### src/rtl/cache_axi_bridge_if.sv
// cache_axi_bridge_if: AXI3 channel bundle between the cache bridge and the interconnect
interface cache_axi_bridge_if #(parameter int ID_W = 4);
    logic [ID_W-1:0] arid, rid, awid, wid, bid;
    logic [31:0]     araddr, awaddr, rdata, wdata;
    logic [3:0]      arlen, awlen, arcache, awcache, wstrb;
    logic [2:0]      arsize, awsize, arprot, awprot;
    logic [1:0]      arburst, awburst, arlock, awlock, rresp, bresp;
    logic            arvalid, arready, rvalid, rready, rlast;
    logic            awvalid, awready, wvalid, wready, wlast, bvalid, bready;

    modport master (
        output arid, araddr, arlen, arsize, arburst, arlock, arcache, arprot, arvalid, rready,
        output awid, awaddr, awlen, awsize, awburst, awlock, awcache, awprot, awvalid,
        output wid, wdata, wstrb, wlast, wvalid, bready,
        input  arready, rid, rdata, rresp, rlast, rvalid, awready, wready, bid, bresp, bvalid
    );

    modport slave (
        input  arid, araddr, arlen, arsize, arburst, arlock, arcache, arprot, arvalid, rready,
        input  awid, awaddr, awlen, awsize, awburst, awlock, awcache, awprot, awvalid,
        input  wid, wdata, wstrb, wlast, wvalid, bready,
        output arready, rid, rdata, rresp, rlast, rvalid, awready, wready, bid, bresp, bvalid
    );
endinterface

### src/rtl/cache_axi_bridge.sv
// cache_axi_bridge: I/D-cache miss ports onto one AXI3 master with round-robin reads and RAW hazard blocking
module cache_axi_bridge #(
    parameter int LINE_WORDS = 4,
    parameter int ID_W       = 4,
    parameter int OFFS_W     = $clog2(LINE_WORDS*4)
) (
    input  logic                    clk,
    input  logic                    resetn,
    input  logic                    inst_rd_req_i,
    input  logic                    inst_rd_type_i,
    input  logic [31:0]             inst_rd_addr_i,
    output logic                    inst_rd_rdy_o,
    output logic                    inst_ret_valid_o,
    output logic [32*LINE_WORDS-1:0] inst_ret_data_o,
    input  logic                    data_rd_req_i,
    input  logic                    data_rd_type_i,
    input  logic [31:0]             data_rd_addr_i,
    input  logic [2:0]              data_rd_size_i,
    output logic                    data_rd_rdy_o,
    output logic                    data_ret_valid_o,
    output logic [32*LINE_WORDS-1:0] data_ret_data_o,
    input  logic                    data_wr_req_i,
    input  logic                    data_wr_type_i,
    input  logic [31:0]             data_wr_addr_i,
    input  logic [2:0]              data_wr_size_i,
    input  logic [3:0]              data_wr_wstrb_i,
    input  logic [32*LINE_WORDS-1:0] data_wr_data_i,
    output logic                    data_wr_rdy_o,
    output logic                    data_wr_ok_o,
    output logic                    bus_err_o,
    cache_axi_bridge_if.master      axi
);
    localparam int CW = $clog2(LINE_WORDS);
    localparam int LW = 32*LINE_WORDS;
    localparam logic [3:0] LEN = 4'(LINE_WORDS-1);

    typedef enum logic {AR_IDLE, AR_SEND} ar_t;
    typedef enum logic [1:0] {W_IDLE, W_AW, W_DATA, W_B} w_t;

    ar_t             ar_q;
    w_t              w_q;
    logic [1:0]      out_q, ret_q;
    logic            last_q, wr_ok_q, err_q;
    logic [CW-1:0]   cnt_q [2];
    logic [LW-1:0]   buf_q [2];
    logic [ID_W-1:0] arid_q;
    logic [31:0]     araddr_q, awaddr_q;
    logic [3:0]      arlen_q, awlen_q, wstrb_q;
    logic [2:0]      arsize_q, awsize_q;
    logic [LW-1:0]   wbuf_q;
    logic [CW-1:0]   wcnt_q;
    logic            hazard, inst_el, data_el, gnt_i, gnt_d, rb, wlast, b_hs, unused_ok;

    // arbitration: data wins a tie only when inst was granted last (last_q=1 means data went last)
    always_comb begin
        hazard  = w_q != W_IDLE && data_rd_addr_i[31:OFFS_W] == awaddr_q[31:OFFS_W];
        inst_el = resetn && ar_q == AR_IDLE && inst_rd_req_i && !out_q[0];
        data_el = resetn && ar_q == AR_IDLE && data_rd_req_i && !out_q[1] && !hazard;
        gnt_d   = data_el && (!inst_el || !last_q);
        gnt_i   = inst_el && !gnt_d;
        rb      = axi.rid[0];
        wlast   = wcnt_q == awlen_q[CW-1:0];
        b_hs    = axi.bvalid && w_q == W_B;
    end

    assign unused_ok        = &{1'b0, axi.bid, axi.rid};
    assign inst_rd_rdy_o    = gnt_i;
    assign data_rd_rdy_o    = gnt_d;
    assign data_wr_rdy_o    = resetn && w_q == W_IDLE;
    assign inst_ret_valid_o = ret_q[0];
    assign data_ret_valid_o = ret_q[1];
    assign inst_ret_data_o  = buf_q[0];
    assign data_ret_data_o  = buf_q[1];
    assign data_wr_ok_o     = wr_ok_q;
    assign bus_err_o        = err_q;
    assign axi.arid    = arid_q;
    assign axi.araddr  = araddr_q;
    assign axi.arlen   = arlen_q;
    assign axi.arsize  = arsize_q;
    assign axi.arburst = 2'b01;
    assign axi.arlock  = 2'b00;
    assign axi.arcache = 4'b0000;
    assign axi.arprot  = 3'b000;
    assign axi.arvalid = ar_q == AR_SEND;
    assign axi.rready  = 1'b1;
    assign axi.awid    = ID_W'(1);
    assign axi.awaddr  = awaddr_q;
    assign axi.awlen   = awlen_q;
    assign axi.awsize  = awsize_q;
    assign axi.awburst = 2'b01;
    assign axi.awlock  = 2'b00;
    assign axi.awcache = 4'b0000;
    assign axi.awprot  = 3'b000;
    assign axi.awvalid = w_q == W_AW;
    assign axi.wid     = ID_W'(1);
    assign axi.wdata   = wbuf_q[32*wcnt_q +: 32];
    assign axi.wstrb   = wstrb_q;
    assign axi.wlast   = wlast;
    assign axi.wvalid  = w_q == W_DATA;
    assign axi.bready  = w_q == W_B;

    // AR channel: latch the granted request and hold arvalid with stable fields until arready
    always_ff @(posedge clk) begin
        if (!resetn) begin
            ar_q     <= AR_IDLE;
            last_q   <= 1'b0;
            arid_q   <= '0;
            araddr_q <= '0;
            arlen_q  <= '0;
            arsize_q <= '0;
        end else if (gnt_i || gnt_d) begin
            ar_q     <= AR_SEND;
            last_q   <= gnt_d;
            arid_q   <= ID_W'(gnt_d);
            araddr_q <= gnt_d ? data_rd_addr_i : inst_rd_addr_i;
            arlen_q  <= (gnt_d ? data_rd_type_i : inst_rd_type_i) ? LEN : 4'd0;
            arsize_q <= (gnt_d && !data_rd_type_i) ? data_rd_size_i : 3'd2;
        end else if (ar_q == AR_SEND && axi.arready) begin
            ar_q <= AR_IDLE;
        end
    end

    // R path: per-ID beat slotting, outstanding flags, return and error pulses
    always_ff @(posedge clk) begin
        if (!resetn) begin
            out_q <= '0;
            ret_q <= '0;
            err_q <= 1'b0;
            cnt_q <= '{default: '0};
            buf_q <= '{default: '0};
        end else begin
            ret_q <= '0;
            err_q <= (axi.rvalid && axi.rlast && |axi.rresp) || (b_hs && |axi.bresp);
            if (gnt_i) out_q[0] <= 1'b1;
            if (gnt_d) out_q[1] <= 1'b1;
            if (axi.rvalid) begin
                buf_q[rb][32*cnt_q[rb] +: 32] <= axi.rdata;
                cnt_q[rb] <= axi.rlast ? '0 : cnt_q[rb] + 1'b1;
                if (axi.rlast) begin
                    out_q[rb] <= 1'b0;
                    ret_q[rb] <= 1'b1;
                end
            end
        end
    end

    // W channel: single write in flight, address then data beats then B response
    always_ff @(posedge clk) begin
        if (!resetn) begin
            w_q      <= W_IDLE;
            awaddr_q <= '0;
            awlen_q  <= '0;
            awsize_q <= '0;
            wstrb_q  <= '0;
            wbuf_q   <= '0;
            wcnt_q   <= '0;
            wr_ok_q  <= 1'b0;
        end else begin
            wr_ok_q <= b_hs;
            case (w_q)
                W_IDLE: if (data_wr_req_i) begin
                    w_q      <= W_AW;
                    awaddr_q <= data_wr_addr_i;
                    awlen_q  <= data_wr_type_i ? LEN : 4'd0;
                    awsize_q <= data_wr_type_i ? 3'd2 : data_wr_size_i;
                    wstrb_q  <= data_wr_type_i ? 4'b1111 : data_wr_wstrb_i;
                    wbuf_q   <= data_wr_data_i;
                end
                W_AW:   if (axi.awready) w_q <= W_DATA;
                W_DATA: if (axi.wready) begin
                    wcnt_q <= wlast ? '0 : wcnt_q + 1'b1;
                    if (wlast) w_q <= W_B;
                end
                W_B:    if (axi.bvalid) w_q <= W_IDLE;
            endcase
        end
    end
endmodule

### src/flat_wrapper.sv
// flat-port wrapper written by rule: the top's interface ports become plain ports
module cache_axi_bridge_flat 
#(
    parameter int LINE_WORDS = 4,
    parameter int ID_W       = 4,
    parameter int OFFS_W     = $clog2(LINE_WORDS*4)
)
  (clk, resetn, inst_rd_req_i, inst_rd_type_i, inst_rd_addr_i, inst_rd_rdy_o, inst_ret_valid_o, inst_ret_data_o, data_rd_req_i, data_rd_type_i, data_rd_addr_i, data_rd_size_i, data_rd_rdy_o, data_ret_valid_o, data_ret_data_o, data_wr_req_i, data_wr_type_i, data_wr_addr_i, data_wr_size_i, data_wr_wstrb_i, data_wr_data_i, data_wr_rdy_o, data_wr_ok_o, bus_err_o, axi_arid, axi_araddr, axi_arlen, axi_arsize, axi_arburst, axi_arlock, axi_arcache, axi_arprot, axi_arvalid, axi_rready, axi_awid, axi_awaddr, axi_awlen, axi_awsize, axi_awburst, axi_awlock, axi_awcache, axi_awprot, axi_awvalid, axi_wid, axi_wdata, axi_wstrb, axi_wlast, axi_wvalid, axi_bready, axi_arready, axi_rid, axi_rdata, axi_rresp, axi_rlast, axi_rvalid, axi_awready, axi_wready, axi_bid, axi_bresp, axi_bvalid);
  cache_axi_bridge_if #(.ID_W(ID_W)) axi_i ();
  input  logic clk;
  input  logic resetn;
  input  logic inst_rd_req_i;
  input  logic inst_rd_type_i;
  input  logic [31:0] inst_rd_addr_i;
  output logic inst_rd_rdy_o;
  output logic inst_ret_valid_o;
  output logic [32*LINE_WORDS-1:0] inst_ret_data_o;
  input  logic data_rd_req_i;
  input  logic data_rd_type_i;
  input  logic [31:0] data_rd_addr_i;
  input  logic [2:0] data_rd_size_i;
  output logic data_rd_rdy_o;
  output logic data_ret_valid_o;
  output logic [32*LINE_WORDS-1:0] data_ret_data_o;
  input  logic data_wr_req_i;
  input  logic data_wr_type_i;
  input  logic [31:0] data_wr_addr_i;
  input  logic [2:0] data_wr_size_i;
  input  logic [3:0] data_wr_wstrb_i;
  input  logic [32*LINE_WORDS-1:0] data_wr_data_i;
  output logic data_wr_rdy_o;
  output logic data_wr_ok_o;
  output logic bus_err_o;
  output wire logic [$bits(axi_i.arid)-1:0] axi_arid;
  output wire logic [$bits(axi_i.araddr)-1:0] axi_araddr;
  output wire logic [$bits(axi_i.arlen)-1:0] axi_arlen;
  output wire logic [$bits(axi_i.arsize)-1:0] axi_arsize;
  output wire logic [$bits(axi_i.arburst)-1:0] axi_arburst;
  output wire logic [$bits(axi_i.arlock)-1:0] axi_arlock;
  output wire logic [$bits(axi_i.arcache)-1:0] axi_arcache;
  output wire logic [$bits(axi_i.arprot)-1:0] axi_arprot;
  output wire logic [$bits(axi_i.arvalid)-1:0] axi_arvalid;
  output wire logic [$bits(axi_i.rready)-1:0] axi_rready;
  output wire logic [$bits(axi_i.awid)-1:0] axi_awid;
  output wire logic [$bits(axi_i.awaddr)-1:0] axi_awaddr;
  output wire logic [$bits(axi_i.awlen)-1:0] axi_awlen;
  output wire logic [$bits(axi_i.awsize)-1:0] axi_awsize;
  output wire logic [$bits(axi_i.awburst)-1:0] axi_awburst;
  output wire logic [$bits(axi_i.awlock)-1:0] axi_awlock;
  output wire logic [$bits(axi_i.awcache)-1:0] axi_awcache;
  output wire logic [$bits(axi_i.awprot)-1:0] axi_awprot;
  output wire logic [$bits(axi_i.awvalid)-1:0] axi_awvalid;
  output wire logic [$bits(axi_i.wid)-1:0] axi_wid;
  output wire logic [$bits(axi_i.wdata)-1:0] axi_wdata;
  output wire logic [$bits(axi_i.wstrb)-1:0] axi_wstrb;
  output wire logic [$bits(axi_i.wlast)-1:0] axi_wlast;
  output wire logic [$bits(axi_i.wvalid)-1:0] axi_wvalid;
  output wire logic [$bits(axi_i.bready)-1:0] axi_bready;
  input wire logic [$bits(axi_i.arready)-1:0] axi_arready;
  input wire logic [$bits(axi_i.rid)-1:0] axi_rid;
  input wire logic [$bits(axi_i.rdata)-1:0] axi_rdata;
  input wire logic [$bits(axi_i.rresp)-1:0] axi_rresp;
  input wire logic [$bits(axi_i.rlast)-1:0] axi_rlast;
  input wire logic [$bits(axi_i.rvalid)-1:0] axi_rvalid;
  input wire logic [$bits(axi_i.awready)-1:0] axi_awready;
  input wire logic [$bits(axi_i.wready)-1:0] axi_wready;
  input wire logic [$bits(axi_i.bid)-1:0] axi_bid;
  input wire logic [$bits(axi_i.bresp)-1:0] axi_bresp;
  input wire logic [$bits(axi_i.bvalid)-1:0] axi_bvalid;
  assign axi_arid = axi_i.arid;
  assign axi_araddr = axi_i.araddr;
  assign axi_arlen = axi_i.arlen;
  assign axi_arsize = axi_i.arsize;
  assign axi_arburst = axi_i.arburst;
  assign axi_arlock = axi_i.arlock;
  assign axi_arcache = axi_i.arcache;
  assign axi_arprot = axi_i.arprot;
  assign axi_arvalid = axi_i.arvalid;
  assign axi_rready = axi_i.rready;
  assign axi_awid = axi_i.awid;
  assign axi_awaddr = axi_i.awaddr;
  assign axi_awlen = axi_i.awlen;
  assign axi_awsize = axi_i.awsize;
  assign axi_awburst = axi_i.awburst;
  assign axi_awlock = axi_i.awlock;
  assign axi_awcache = axi_i.awcache;
  assign axi_awprot = axi_i.awprot;
  assign axi_awvalid = axi_i.awvalid;
  assign axi_wid = axi_i.wid;
  assign axi_wdata = axi_i.wdata;
  assign axi_wstrb = axi_i.wstrb;
  assign axi_wlast = axi_i.wlast;
  assign axi_wvalid = axi_i.wvalid;
  assign axi_bready = axi_i.bready;
  assign axi_i.arready = axi_arready;
  assign axi_i.rid = axi_rid;
  assign axi_i.rdata = axi_rdata;
  assign axi_i.rresp = axi_rresp;
  assign axi_i.rlast = axi_rlast;
  assign axi_i.rvalid = axi_rvalid;
  assign axi_i.awready = axi_awready;
  assign axi_i.wready = axi_wready;
  assign axi_i.bid = axi_bid;
  assign axi_i.bresp = axi_bresp;
  assign axi_i.bvalid = axi_bvalid;
  cache_axi_bridge #(.LINE_WORDS(LINE_WORDS), .ID_W(ID_W), .OFFS_W(OFFS_W)) u_core (.clk(clk), .resetn(resetn), .inst_rd_req_i(inst_rd_req_i), .inst_rd_type_i(inst_rd_type_i), .inst_rd_addr_i(inst_rd_addr_i), .inst_rd_rdy_o(inst_rd_rdy_o), .inst_ret_valid_o(inst_ret_valid_o), .inst_ret_data_o(inst_ret_data_o), .data_rd_req_i(data_rd_req_i), .data_rd_type_i(data_rd_type_i), .data_rd_addr_i(data_rd_addr_i), .data_rd_size_i(data_rd_size_i), .data_rd_rdy_o(data_rd_rdy_o), .data_ret_valid_o(data_ret_valid_o), .data_ret_data_o(data_ret_data_o), .data_wr_req_i(data_wr_req_i), .data_wr_type_i(data_wr_type_i), .data_wr_addr_i(data_wr_addr_i), .data_wr_size_i(data_wr_size_i), .data_wr_wstrb_i(data_wr_wstrb_i), .data_wr_data_i(data_wr_data_i), .data_wr_rdy_o(data_wr_rdy_o), .data_wr_ok_o(data_wr_ok_o), .bus_err_o(bus_err_o), .axi(axi_i));
endmodule
### config.mk
export PLATFORM = sky130hd
export DESIGN_NAME = cache_axi_bridge_flat
export DESIGN_NICKNAME = d
export VERILOG_FILES = /design/src/rtl/cache_axi_bridge_if.sv /design/src/rtl/cache_axi_bridge.sv /design/src/flat_wrapper.sv
export SDC_FILE = /design/constraint.sdc
export NUM_CORES = 1
export LEC_CHECK = 0
export ABC_AREA = 1
export CORE_AREA = 2 2 279 281
export CTS_CLUSTER_SIZE = 25
export DETAILED_ROUTE_END_ITERATION = 7
export DIE_AREA = 0 0 281 283
export HOLD_SLACK_MARGIN = 0.06
export MAX_ROUTING_LAYER = met4
export PLACE_DENSITY = 0.53
export SYNTH_ARGS = -nofsm -noshare
export SYNTH_HDL_FRONTEND = slang
export SYNTH_SLANG_ARGS = --single-unit
### constraint.sdc
create_clock -name clk -period 2.2 [get_ports clk]
set_clock_uncertainty 0.05 [all_clocks]
set_input_delay 0.33 -clock clk [delete_from_list [all_inputs] [get_ports clk]]
set_output_delay 0.33 -clock clk [all_outputs]
set_load 0.02 [all_outputs]
==> run summary <==
total CTS buffers - 57
Port-buffer cells - 663
DR WL/cell - 19.9 um
DR DRC count - 0
area leader, netlist - dfxtp_1
Critical Path Sink Type - output pin
maximum fanout along the worst path - 2
final period utilization - 1.11
Slew @ Worst Pin - 901 ps
post-route setup slack - -244 ps
Clock Tree Root - clkbuf_16
1st-iter DRT viols - 1132
multi-input logic area - 0.00834 mm^2
routability cong. - 0.901
core area - 0.0767 mm^2
total power - 0.0280 W
Layout area overhead - 61.6%
Die H - 283 um
# IOs - 709
final hold vios - 0
fin util - 0.397
Post-DP HPWL - 61900 um
CTS H-tree depth - 2
Min Hold Slack - 204 ps
critical path launch point type - flip-flop
Seq/Total Area, Yosys - 0.505
P per Cell Area - 918 mW/mm^2
RSZ-0062 raised after global routing - yes
vias per std cell - 4.55
Avg Inst Size Synth - 7.51 um^2
Clk Latency, worst-skew pair - 610 ps
width of the chip - 281 um
nets@finish - 3528
Max Fclk - 409 MHz
Lkg Pwr - 12.3 nW
synthesized cell area - 0.0189 mm^2
peak supply drop - 588 uV
FF+latch area - 0.00955 mm^2
yosys synthesis warning count - 0
Setup WS pre-CTS - -592 ps
Distinct cells, synth - 33
Mapped Cells - 2510
Synth area leaders - dfxtp_1 (51%), o21ai_0 (13%), nor2_1 (8.6%)
vias in the first global route - 19.0k
largest net degree at the start of global routing - 216
CTS tree - done
die area - 0.0795 mm^2
Critical Path AT - 2060 ps
first-pass GRT wire length - 124000 um
Longest Clk Path Bufs - 3
layout cell share with drive strength beyond 1 - 0.131
final setup vio count - 5
Initial Utilization - 0.246
fin. max-slew vios - 0
HP Class - in -> reg
clock transition time at the flip-flop clock pins of the worst setup and hold paths - 60 ps
hold_buf cts - 0
top-area cell type share of the netlist area - 0.505
clock sink count - 476
Crit Path Category - reg -> out
total wire length - 86200 um
Tot GR Track Use - 0.212
Tmin final - 2440 ps
initial antenna violation count - 21
worst path required time - 1820 ps
#FFs+latches synth - 476
Post-synth EDFFs - 0
Congestion Overflow GR - 0
Layout fillers - 7876
Rows - 102
failing checks - setup timing
run status - finished, violations left
predominant post-synthesis flop cell - dfxtp_1
Slew HR - 0.400
1st-pass router iterations - 5
Max-Cap Viols - 0
Async SR Flop Fraction - 0
overall via count from detail_route - 19.7k
antenna viol nets, final - 0
[Yosys cell counts, types with 10 or more instances]
| library cell | instances |
|---|---|
| o22ai_1 | 34 |
| buf_4 | 48 |
| dfxtp_1 | 476 |
| clkbuf_1 | 161 |
| a21oi_1 | 282 |
| o21ai_0 | 496 |
| nor2_1 | 431 |
| buf_1 | 14 |
| inv_1 | 90 |
| inv_2 | 10 |
| nand2_1 | 263 |
| nand3_1 | 132 |
| ha_1 | 10 |
[sequential cells by signal (all words and copies together) (netlist names), 2 cells and up]
name                    count
u_core.axi.arsize           3
u_core.axi.awsize           3
u_core.axi.araddr          32
u_core.ret_q                2
u_core.inst_ret_data_o    128
u_core.data_ret_data_o    128
u_core.wbuf_q             128
u_core.cnt_q                4
u_core.axi.wstrb            4
u_core.w_q                  2
u_core.axi.awaddr          32
u_core.wcnt_q               2
u_core.out_q                2
[through the flow]
step / TNS (ps) / instances / cell area (um^2)
CTS: -1440 / 4300 / 29900
global placement: -135550 / 4188 / 27700
global route: -3900 / 4326 / 30500
finish: -531 / 4327 / 30500
floorplan: 0 / 2546 / 19000
detailed placement: -141890 / 4188 / 27700
[timing repair]
item / 4_1_cts / 5_1_grt
pin swaps: 12 / 30
endpoints found under the setup margin: 98 / 227
buffers inserted: 3 / 4
resized for setup: 231 / 126
cloned: 7 / 5
endpoints found under the hold margin: 0 / 0
[final cells by class]
cell class / count / area share
clock buffers: 87 / 0.0568
inverters: 105 / 0.0134
multi-input cells: 1730 / 0.274
diodes: 18 / 0.00148
well taps: 1040 / 0.0427
flip-flops and latches: 476 / 0.313
clock inverters: 15 / 0.00908
repair buffers: 856 / 0.289
[cells in the final DEF (no fill, tap or decap), drive strengths merged, types with 3 or more instances in the layout]
cell type      instances
xnor2                  8
dfxtp                476
o21ai                497
ha                    10
buf                  226
nand4                  3
nor3                  10
clkinv                 8
clkbuf                93
dlymetal6s2s           6
conb                  38
dlygate4sd2            5
a31oi                  5
a21oi                282
nor2                 436
nand2                266
diode                 18
inv                  104
nand3                132
xor2                   4
o22ai                 34
bufinv                 6
clkdlybuf4s50        611
[metal layers]
metal | routed length, um | global-route usage
met5 | 0 | -
met4 | 2410 | 0.0639
met3 | 8700 | 0.0811
met2 | 41000 | 0.349
met1 | 34000 | 0.236
[where the power goes]
part	switching [W]	total [W]	internal, W
clock network	0.00394	0.0101	0.00611
registers	0.000705	0.0105	0.00976
logic	0.00416	0.00745	0.00330
total	0.00881	0.0280	0.0192
[worst max-delay path: stages (launching register included)]
cell and delay (ps):
dfxtp_2 330, inv_2 50, ha_4 170, a21oi_2 100, nand2_1 70, nor2_2 120
nand2_1 70, nor2_2 90, nand2_2 90, nand2_4 80, inv_4 50, buf_6 110
buf_6 120
[path summary, 6_finish.rpt]
check	startpoint	to	slack, ps	cells past startpoint
max	u_core.w_q[1]	data_rd_rdy_o	-240	12
min reg2reg	u_core.out_q[1]	u_core.out_q[1]	420	2
max reg2reg	u_core.w_q[1]	u_core.axi.araddr[13]	20	15
min	resetn	u_core.axi.awsize[0]	200	4
[cells by family (layout without fill, tap and decap cells)]
family / count (synthesis) / after routing / share of synthesized area
simple gates: 848 / 848 / 0.181
compound gates: 822 / 822 / 0.221
flops: 476 / 476 / 0.505
buf+inv: 340 / 1063 / 0.0795
xor+xnor: 12 / 12 / 0.00557
fa+ha+maj: 10 / 10 / 0.00664
other cells: 2 / 56 / 0.000398
Note: power is estimated with default switching activity, not from simulation.
